--- src/rtl/rv32i_pkg.sv ---
// Shared RV32I definitions: NOP encoding, default reset vector and the
// {pc, inst} entry carried from fetch to decode.
package rv32i_pkg;

  localparam logic [31:0] RV32I_NOP    = 32'h0000_0013;
  localparam logic [31:0] RESET_VECTOR = 32'h0000_0000;

  typedef struct packed {
    logic [31:0] pc;
    logic [31:0] inst;
  } fetch_entry_t;

  // Instruction fetches are always word aligned; low address bits are dropped.
  function automatic logic [31:0] word_align(input logic [31:0] addr);
    return {addr[31:2], 2'b00};
  endfunction

endpackage

--- src/rtl/rv32i_fetch_if.sv ---
// Instruction memory request/response bus between fetch (master) and imem (slave).
interface rv32i_fetch_if;

  logic        req;
  logic [31:0] addr;
  logic        gnt;
  logic        rvalid;
  logic [31:0] rdata;

  modport master (output req, addr, input gnt, rvalid, rdata);
  modport slave  (input req, addr, output gnt, rvalid, rdata);

endinterface

--- src/rtl/rv32i_fetch_fifo.sv ---
// Small synchronous FIFO with flush; used both as the PC side queue and the
// output buffer of the fetch stage.
module rv32i_fetch_fifo
  import rv32i_pkg::*;
#(
  parameter int  DEPTH   = 4,
  parameter type entry_t = fetch_entry_t
) (
  input  logic                   clk,
  input  logic                   rst,
  input  logic                   flush,
  input  logic                   push,
  input  entry_t                 din,
  input  logic                   pop,
  output entry_t                 dout,
  output logic [$clog2(DEPTH):0] count,
  output logic                   empty,
  output logic                   full
);

  localparam int AW = $clog2(DEPTH);
  localparam int CW = AW + 1;

  entry_t          mem [DEPTH];
  logic [AW-1:0]   rd_ptr;
  logic [AW-1:0]   wr_ptr;
  logic            do_push;
  logic            do_pop;

  // Status flags and guarded push/pop strobes.
  always_comb begin
    empty   = (count == '0);
    full    = (count == CW'(DEPTH));
    do_push = push && !full;
    do_pop  = pop && !empty;
    dout    = mem[rd_ptr];
  end

  // Pointer and occupancy bookkeeping; reset and flush empty the queue.
  always_ff @(posedge clk) begin
    // NOTE: sequential state uses non-blocking assignments so every flop samples pre-edge values.
    if (rst || flush) begin
      rd_ptr <= '0;
      wr_ptr <= '0;
      count  <= '0;
    end else begin
      if (do_push) wr_ptr <= wr_ptr + 1'b1;
      if (do_pop)  rd_ptr <= rd_ptr + 1'b1;
      count <= count + CW'(do_push) - CW'(do_pop);
    end
  end

  // Entry storage write port.
  always_ff @(posedge clk) begin
    // NOTE: storage is deliberately not reset; the pointers and count alone define which entries are valid.
    if (do_push) mem[wr_ptr] <= din;
  end

endmodule

--- src/rtl/rv32i_fetch.sv ---
// RV32I instruction fetch stage: owns the PC, issues in-order word requests,
// tags responses with their PC and buffers them for decode.
module rv32i_fetch
  import rv32i_pkg::*;
#(
  parameter logic [31:0] RESET_PC   = RESET_VECTOR,
  parameter int          FIFO_DEPTH = 4
) (
  input  logic                 i_clk,
  input  logic                 i_rst,
  rv32i_fetch_if.master        imem,
  input  logic                 i_redirect,
  input  logic [31:0]          i_redirect_pc,
  input  logic                 i_stall,
  output logic                 o_valid,
  output logic [31:0]          o_inst,
  output logic [31:0]          o_pc
);

  localparam int CW = $clog2(FIFO_DEPTH) + 1;

  logic [31:0]   pc_q;
  logic [CW-1:0] outstanding;
  logic [CW-1:0] outstanding_next;
  logic [CW-1:0] discard;
  logic [CW:0]   occupancy;
  logic          granted;
  logic          drop_rsp;
  logic          keep_rsp;
  logic          pop_out;

  logic [31:0]   side_pc;
  logic [CW-1:0] side_count;
  logic          side_empty;
  logic          side_full;

  fetch_entry_t  buf_din;
  fetch_entry_t  buf_head;
  logic [CW-1:0] buf_count;
  logic          buf_empty;
  logic          buf_full;

  // Request issue and response classification.
  always_comb begin
    // NOTE: every signal gets a default first so no path through this block can infer a latch.
    imem.req         = 1'b0;
    imem.addr        = pc_q;
    occupancy        = {1'b0, buf_count} + {1'b0, outstanding};
    granted          = 1'b0;
    drop_rsp         = 1'b0;
    keep_rsp         = 1'b0;
    buf_din          = '{pc: side_pc, inst: imem.rdata};
    // Buffered plus in-flight work never exceeds the buffer, so every response has a slot.
    imem.req         = !i_rst && !i_redirect && (occupancy < (CW+1)'(FIFO_DEPTH));
    granted          = imem.req && imem.gnt;
    drop_rsp         = imem.rvalid && (discard != '0);
    keep_rsp         = imem.rvalid && (discard == '0) && !i_redirect;
    outstanding_next = outstanding + CW'(granted) - CW'(imem.rvalid);
  end

  // Decode-facing outputs; a redirect hides the buffer in the cycle it flushes it.
  always_comb begin
    o_valid = !buf_empty && !i_redirect;
    pop_out = o_valid && !i_stall;
    o_inst  = o_valid ? buf_head.inst : RV32I_NOP;
    o_pc    = o_valid ? buf_head.pc   : pc_q;
  end

  // PC, in-flight and discard counters; redirect overrides normal advance.
  always_ff @(posedge i_clk) begin
    if (i_rst) begin
      pc_q        <= word_align(RESET_PC);
      outstanding <= '0;
      discard     <= '0;
    end else begin
      outstanding <= outstanding_next;
      if (i_redirect) begin
        pc_q    <= word_align(i_redirect_pc);
        // Everything still in flight after this edge is stale: the remaining
        // discards plus the live requests, which together equal outstanding_next.
        discard <= outstanding_next;
      end else begin
        if (granted)  pc_q    <= pc_q + 32'd4;
        if (drop_rsp) discard <= discard - 1'b1;
      end
    end
  end

  rv32i_fetch_fifo #(
    .DEPTH   (FIFO_DEPTH),
    .entry_t (logic [31:0])
  ) u_side_q (
    .clk   (i_clk),
    .rst   (i_rst),
    .flush (i_redirect),
    .push  (granted),
    .din   (pc_q),
    .pop   (keep_rsp),
    .dout  (side_pc),
    .count (side_count),
    .empty (side_empty),
    .full  (side_full)
  );

  rv32i_fetch_fifo #(
    .DEPTH   (FIFO_DEPTH),
    .entry_t (fetch_entry_t)
  ) u_out_buf (
    .clk   (i_clk),
    .rst   (i_rst),
    .flush (i_redirect),
    .push  (keep_rsp),
    .din   (buf_din),
    .pop   (pop_out),
    .dout  (buf_head),
    .count (buf_count),
    .empty (buf_empty),
    .full  (buf_full)
  );

  a_no_orphan_rsp: assert property (@(posedge i_clk) disable iff (i_rst)
    imem.rvalid |-> (outstanding != '0));
  a_outstanding_cap: assert property (@(posedge i_clk) disable iff (i_rst)
    outstanding <= CW'(FIFO_DEPTH));
  a_side_tracks: assert property (@(posedge i_clk) disable iff (i_rst)
    (side_count <= outstanding) && !(keep_rsp && side_empty) && !(granted && side_full));
  a_buf_no_overflow: assert property (@(posedge i_clk) disable iff (i_rst)
    !(keep_rsp && buf_full));

endmodule

--- src/flat_wrapper.sv ---
// flat-port wrapper written by rule: the top's interface ports become plain ports
module rv32i_fetch_flat import rv32i_pkg::*;
#(
  parameter logic [31:0] RESET_PC   = RESET_VECTOR,
  parameter int          FIFO_DEPTH = 4
)
  (i_clk, i_rst, i_redirect, i_redirect_pc, i_stall, o_valid, o_inst, o_pc, imem_req, imem_addr, imem_gnt, imem_rvalid, imem_rdata);
  rv32i_fetch_if imem_i ();
  input  logic i_clk;
  input  logic i_rst;
  input  logic i_redirect;
  input  logic [31:0] i_redirect_pc;
  input  logic i_stall;
  output logic o_valid;
  output logic [31:0] o_inst;
  output logic [31:0] o_pc;
  output wire logic [$bits(imem_i.req)-1:0] imem_req;
  output wire logic [$bits(imem_i.addr)-1:0] imem_addr;
  input wire logic [$bits(imem_i.gnt)-1:0] imem_gnt;
  input wire logic [$bits(imem_i.rvalid)-1:0] imem_rvalid;
  input wire logic [$bits(imem_i.rdata)-1:0] imem_rdata;
  assign imem_req = imem_i.req;
  assign imem_addr = imem_i.addr;
  assign imem_i.gnt = imem_gnt;
  assign imem_i.rvalid = imem_rvalid;
  assign imem_i.rdata = imem_rdata;
  rv32i_fetch #(.RESET_PC(RESET_PC), .FIFO_DEPTH(FIFO_DEPTH)) u_core (.i_clk(i_clk), .i_rst(i_rst), .imem(imem_i), .i_redirect(i_redirect), .i_redirect_pc(i_redirect_pc), .i_stall(i_stall), .o_valid(o_valid), .o_inst(o_inst), .o_pc(o_pc));
endmodule
--- config.mk ---
export PLATFORM = sky130hd
export DESIGN_NAME = rv32i_fetch_flat
export DESIGN_NICKNAME = d
export VERILOG_FILES = /design/src/rtl/rv32i_pkg.sv /design/src/rtl/rv32i_fetch_if.sv /design/src/rtl/rv32i_fetch_fifo.sv /design/src/rtl/rv32i_fetch.sv /design/src/flat_wrapper.sv
export SDC_FILE = /design/constraint.sdc
export NUM_CORES = 1
export LEC_CHECK = 0
export ABC_AREA = 1
export BUFFER_PORTS_ARGS = -buffer_cell sky130_fd_sc_hd__buf_2
export CORE_ASPECT_RATIO = 1.75
export CORE_MARGIN = 5
export CORE_UTILIZATION = 32
export CTS_BUF_LIST = sky130_fd_sc_hd__clkbuf_4 sky130_fd_sc_hd__clkbuf_8 sky130_fd_sc_hd__clkbuf_16
export CTS_CLUSTER_DIAMETER = 80
export DETAILED_ROUTE_END_ITERATION = 7
export SYNTH_ARGS = -nofsm -noshare
export SYNTH_HDL_FRONTEND = slang
export SYNTH_SLANG_ARGS = --single-unit
--- constraint.sdc ---
create_clock -name i_clk -period 5.3 [get_ports i_clk]
set_input_delay 0.795 -clock i_clk [delete_from_list [all_inputs] [get_ports i_clk]]
set_output_delay 0.795 -clock i_clk [all_outputs]
set_load 0.01 [all_outputs]
==> summary.md, run 1 <==
| Metric | Value |
|---|---|
| Total power | between 7 and 8 mW |
| Port bufs | ~160 |
| Clock-pin slew on the worst setup and hold paths | ~0.060 ns |
| Clock share of power | about two fifths |
| Pint | 5.53 mW |
| TritonCTS clock tree | done |
| Final Max Tran Viols | 0 |
| Worst hold path type | primary input to register |
| Multi-input gate area | 4720 um2 |
| CTS Buf Count | 40 |
| Std-Cell Core Area | 54400 um2 |
| Leak Pwr | about 7.4 nW |
| Minimum clock period | 4.20 ns |
| Die Wd | 187 um |
| Hold Crit Depth | 1 |
| Critical path type | register to primary output |
| First-pass iteration count of the detailed router | 5 |
| Antenna cells | 0 |
| Number of antenna violations at the first check in global routing | 1 |
| Critical Path End Type | primary output |
| Synth Area in Compound Gates | 11.1% |
| Commonest non-fill, non-tap cell in the layout | edfxtp_1 |
| All-Layer GR Usage | 15.1% |
| Most frequent cells in the layout | 368 x edfxtp_1, 319 x nor2_1, 221 x o21ai_0, 169 x nand2_1, 161 x buf_2 |
| Seq pwr share | a little over half |
| Clk_skew | 0.0369 ns |
| Synth Area in Adders | around 1.7% |
| Vias in the first global route | around 12000 |
| Grt ovf | 0 |
| Mapped Cells | 1579 |
| Post-synthesis sequential area ratio | between 60 and 70% |
| Worst Hold Launch | imem_rdata[10] |
| Final setup viols | 0 |
| Worst Max-Slew Pin Slew | roughly 1 ns |
| Final TNS setup | 0 ns |
| Seq cells post-synth | 422 |
| Final #Nets | between 1500 and 2000 |
| Hold endpoint | u_core.u_out_buf.mem[2][10] |
| FMAX | approximately 0.24 GHz |
| Req. time, crit path | approximately 4.5 ns |
| Post-detail-place hpwl | around 30000 um |
| Drt total wl | roughly 47000 um |
| Row count | about 110 |
| Total number of yosys warnings | 0 |
| Initial DRC count | roughly 770 |
| CTS sink cnt | roughly 420 |
| Worst-Skew Late Latency | roughly 0.55 ns |
| FF/Latch Area | 12100 um2 |
| RSZ-0062 raised after global routing | no |
| Setup crit start kind | register |
| Reg2Reg Setup Slack | about 2.4 ns |
| Root Driver | clkbuf_16 |
| Io pins | between 150 and 200 |
| Layout cell share with drive strength beyond 1 | roughly 16% |
| Die ar. | between 50000 and 60000 um2 |
| Arr. time, crit path | between 3 and 4 ns |
| GP Congestion | between 0.8 and 0.9 |
| Post-layout util | a little under two fifths |
| DR WL/cell | 19.2 um |
| Worst reg2reg path startpoint | u_core.u_out_buf.count[2] |
| Fillers | between 5000 and 6000 |
| Crit Path Max Fanout | 65 |
| Net Sw Power | approximately 1.6 mW |
| Largest family of logic cells by synthesized area | simple AND/OR/NAND/NOR gates |
| Crit share post-route | about four fifths |
| Hold_buf cts | 0 |
| # DRC | 0 |
| Switching share of power | 22.4% |
| Final hold vios | 0 |
| Share of power burned in combinational logic | under 10% |
| First-pass GRT wire length | 71100 um |
| Starting density of the core | 32.3% |
| Max cap viols | 0 |
| CTS resizes | 0 |
| Vias after detailed routing | roughly 12000 |
| Largest net degree at the start of global routing | 70 |
| DIE HEIGHT | ~320 um |
| Post-Synth XOR/XNOR Area | 0.647% |
| VDD IR max | between 0.15 and 0.2 mV |
| Multiplexer share of the synthesized area | 0% |
| Max_slew headroom | 31.4% |
| RR Endpoint | u_core.u_side_q.count[2] |
| Simple-gate area share of the yosys netlist | around an eighth |
| Distinct cells, synth | 41 |
| Outcome | finished, final reports clean |
| Vias/cell | 4.98 |
| Power per cell area | roughly 350 nW/um2 |
| Routed Antenna Nets | 0 |
| Setup bufs post-CTS | 0 |
| Post-Synthesis Cell Area | roughly 18000 um2 |
| Synth Area per Inst | approximately 11 um2 |
| Max Buffers Root-to-Sink | 3 |
| P&R area growth vs syn | 16.5% |
| Reg2reg path depth | 14 |
| H-tree depth | 2 |
==> cells by family after synthesis <==
kind of cell | Yosys count
and+or+nand+nor | 569
xor gates and xnor gates | 13
DFF | 422
buffers and inverters | 187
adders and majority gates | 22
other | 1
AOI/OAI and AO/OA | 365
==> worst max path at each step <==
stage	startpoint	endpoint	depth (start not counted)
finish	register	o_pc[2]	7
global placement	register	o_pc[2]	7
CTS	register	o_pc[2]	7
global route	register	o_pc[2]	7
floorplan	i_redirect	u_core.u_out_buf.mem[0][0]	6
detailed placement	register	o_pc[2]	7
==> registers in the layout, summed over array words and instances, names as in the netlist, 3 cells and up, named ones only <==
register	count
u_core.u_out_buf.mem	248
u_core.outstanding	3
u_core.u_out_buf.count	3
u_core.u_side_q.mem	120
u_core.u_side_q.count	3
u_core.discard	3
u_core.imem.addr	30
==> layout make-up <==
cell class                      count  area share, %
Inverter                          103           1.95
Clock inverter                     17          0.830
Sequential cell                   422           59.2
Multi-Input combinational cell    973           23.0
Tap cell                          690           4.21
Clock buffer                       56           5.79
Timing Repair Buffer              181           4.97
==> synth_stat cells, drive strengths merged <==
cell	number	share of area [%]
xnor2	2	0.10
clkbuf	54	1.2
fa	3	0.34
edfxtp	368	63
a31oi	5	0.18
o211a	1	0.057
conb	1	0.021
a211oi	1	0.043
nor2	330	7.2
o21ba	2	0.11
dfxtp	54	6.1
o21ai	230	6.5
and2	2	0.071
o22ai	56	2.0
nand2	174	3.9
o311ai	3	0.15
clkinv	2	0.11
or2	2	0.071
xor2	11	0.55
ha	19	1.4
a221oi	1	0.050
a22oi	4	0.17
nor3b	1	0.071
nor3	1	0.028
buf	30	1.1
inv	101	2.2
nand3	55	1.6
nand4	4	0.14
a21oi	62	1.8
==> power by group through the flow <==
stage	clock network, mW	registers, mW	logic [mW]
final	2.91	3.77	0.450
after detailed placement	0	3.85	0.457
after global routing	3.12	3.78	0.504
after global placement	0	3.84	0.445
after CTS	2.98	3.77	0.459
after floorplan	0	3.83	0.259
==> worst max-delay path, cell delays in order (launching register included) <==
cell and delay [ns]:
dfxtp_4 0.72, clkinv_2 0.83, buf_4 0.59, nor2_1 0.17, o22ai_1 0.10, nand2_1 0.06, o21ai_0 0.11, buf_2 0.19
==> layer usage <==
| metal | vias to the layer above | part of all wire (%) | GRT usage, % |
|---|---|---|---|
| met2 | 381 | 53 | 28.4 |
| met4 | 0 | 4.0 | 6.13 |
| met1 | 5911 | 38 | 17.1 |
| met3 | 92 | 5.1 | 2.15 |
| li1 | 5780 | - | - |
| met5 | - | 0 | 0 |
==> metrics by stage <==
stage	cells	hold slack [ns]	instance area, um2	setup WS [ns]
2_1_floorplan	1582	0.436	17600	0.769
3_3_place_gp	2369	0.447	19100	1.62
3_5_place_dp	2369	0.456	19100	1.53
4_1_cts	2442	0.431	20500	0.934
5_1_grt	2442	0.443	20500	0.761
6_report	2442	0.464	20500	1.10
(Power assumes the default switching activity.)
==> inputs of run 2 (changes only) <==
==> constraint.sdc (replaced) <==
create_clock -name i_clk -period 3.8 [get_ports i_clk]
set_input_delay 0.57 -clock i_clk [delete_from_list [all_inputs] [get_ports i_clk]]
set_output_delay 0.57 -clock i_clk [all_outputs]
set_load 0.01 [all_outputs]
==> run 2 against run 1 <==
  * Core utilization shrank 0.18 points
  * Count of clock-buffer cells in the layout down 10
  * Clock power is 27% higher
  * Largest cell class unchanged
  * Highest routed layer unchanged
  * Design area is 0.47% lower
  * Power increased by 35%
==> summary.md, run 2 (synthesized netlist as in run 1, its figures left out) <==
| Metric | Value |
|---|---|
| Max_slew headroom | around two fifths |
| Commonest non-fill, non-tap cell in the layout | edfxtp_1 |
| Setup bufs post-CTS | 0 |
| Std-Cell Core Area | 54400 um2 |
| Clk_skew | approximately 0.013 ns |
| Max Buffers Root-to-Sink | 3 |
| Max reg flops | around 250 |
| CTS Buf Count | 39 |
| Io pins | around 170 |
| Worst-Skew Late Latency | ~0.54 ns |
| Final #Nets | around 1800 |
| Starting density of the core | between 30% and 40% |
| Crit Path Max Fanout | 39 |
| Post-detail-place hpwl | roughly 30000 um |
| Slowest cell on crit path | inv_2 |
| Clock-pin slew on the worst setup and hold paths | about 0.060 ns |
| All-Layer GR Usage | 14.9% |
| DIE HEIGHT | between 300 and 400 um |
| Layout cell share with drive strength beyond 1 | about 16% |
| Post-layout util | between 30% and 40% |
| FF/Latch Area | ~12000 um2 |
| TritonCTS clock tree | done |
| P&R area growth vs syn | 16.0% |
| Fillers | around 5300 |
| Largest net degree at the start of global routing | between 100 and 150 |
| Leak Pwr | 7.40 nW |
| Req. time, crit path | approximately 3.2 ns |
| Vias after detailed routing | between 10000 and 15000 |
| Root Driver | clkbuf_16 |
| Final TNS setup | 0 ns |
| H-tree depth | 2 |
| GP Congestion | slightly below 0.9 |
| First-pass GRT wire length | just over 70000 um |
| Crit path top cell by count | nand2_1 |
| Minimum clock period | 3.05 ns |
| Antenna cells | 0 |
| Final hold vios | 0 |
| CTS resizes | 0 |
| Drt total wl | between 40000 and 50000 um |
| Routed Antenna Nets | 0 |
| VDD IR max | around 0.28 mV |
| Placement Cell Area | between 15000 and 20000 um2 |
| First-pass iteration count of the detailed router | 5 |
| Grt ovf | 0 |
| Placed cell count | 2376 |
| DR WL/cell | 18.7 um |
| Port bufs | ~160 |
| Hold_buf cts | 0 |
| Final setup viols | 0 |
| FMAX | between 0.3 and 0.4 GHz |
| Power per cell area | 470 nW/um2 |
| Largest stage delay, worst path | ~0.60 ns |
| Number of antenna violations at the first check in global routing | 1 |
| Outcome | finished, final reports clean |
| Most frequent cells in the layout | 368 x edfxtp_1, 319 x nor2_1, 221 x o21ai_0, 169 x nand2_1, 161 x buf_2 |
| Max cap viols | 0 |
| # DRC | 0 |
| Die ar. | 59900 um2 |
| Critical path type | register to primary output |
| RSZ-0062 raised after global routing | no |
| Worst Max-Slew Pin Slew | around 0.9 ns |
| Multi-input gate area | between 4000 and 5000 um2 |
| Critical Path End Type | primary output |
| Die Wd | 187 um |
| Final non-filler cell total | 2448 |
| Row count | 113 |
| Vias/cell | between 4 and 5 |
| Vias in the first global route | around 12000 |
| Initial DRC count | between 800 and 900 |
| CTS sink cnt | between 400 and 500 |
| Worst hold path type | primary input to register |
| Biggest register | u_core.u_out_buf.mem |
| Fin area | roughly 20000 um2 |
| Arr. time, crit path | roughly 2.5 ns |
| Setup crit start kind | register |
| Crit share post-route | 80.2% |
| Final Max Tran Viols | 0 |
| Crit path cell chain | nor2_1, nand2_1, nand2_1, inv_2, buf_4, o311ai_0, buf_2 |
[run 2: path summary, 6_finish.rpt]
| check | startpoint | end | cells past startpoint | slack [ns] |
|---|---|---|---|---|
| setup / recovery | u_core.u_out_buf.count[0] | o_inst[4] | 7 | 0.75 |
| hold / removal | imem_rdata[1] | u_core.u_out_buf.mem[3][1] | 1 | 0.26 |
| setup reg to reg | u_core.u_out_buf.count[2] | u_core.u_side_q.count[2] | 14 | 0.87 |
| hold reg to reg | u_core.u_out_buf.rd_ptr[1] | register | 2 | 0.50 |
[run 2: per-stage QoR]
step	power, mW	setup slack [ns]	hold WS (ns)
4_1_cts	9.72	0.661	0.212
3_5_place_dp	6.00	0.602	0.480
3_3_place_gp	5.97	0.609	0.470
5_1_grt	9.99	0.562	0.224
6_report	9.60	0.751	0.255
2_1_floorplan	5.70	-0.506	0.436
[run 2: report_power, final]
| group | internal [mW] | switching, mW |
|---|---|---|
| logic | 0.205 | 0.423 |
| registers | 5.17 | 0.0887 |
| clock network | 2.00 | 1.71 |
| total | 7.37 | 2.22 |
[run 2: cell type report]
class,count,share of cell area [%]
Sequential cell,422,59.5
Timing Repair Buffer,188,5.25
Clock inverter,26,0.797
Inverter,103,1.96
Tap cell,690,4.23
Clock buffer,46,5.13
Multi-Input combinational cell,973,23.1
[run 2: layer usage]
| metal | vias to the layer above | global-route usage (%) | share of wire [%] |
|---|---|---|---|
| met5 | - | 0 | 0 |
| met4 | 0 | 6.92 | 4.5 |
| met3 | 106 | 2.24 | 4.9 |
| met2 | 367 | 27.7 | 52 |
| met1 | 5883 | 16.7 | 38 |
| li1 | 5795 | - | - |
[run 2: worst max-delay path, delay by kind of cell (launching register included)]
kind,cells,cell delay [ns]
flops,1,0.39
simple gates,3,0.23
buf+inv,3,1.12
compound gates,1,0.15
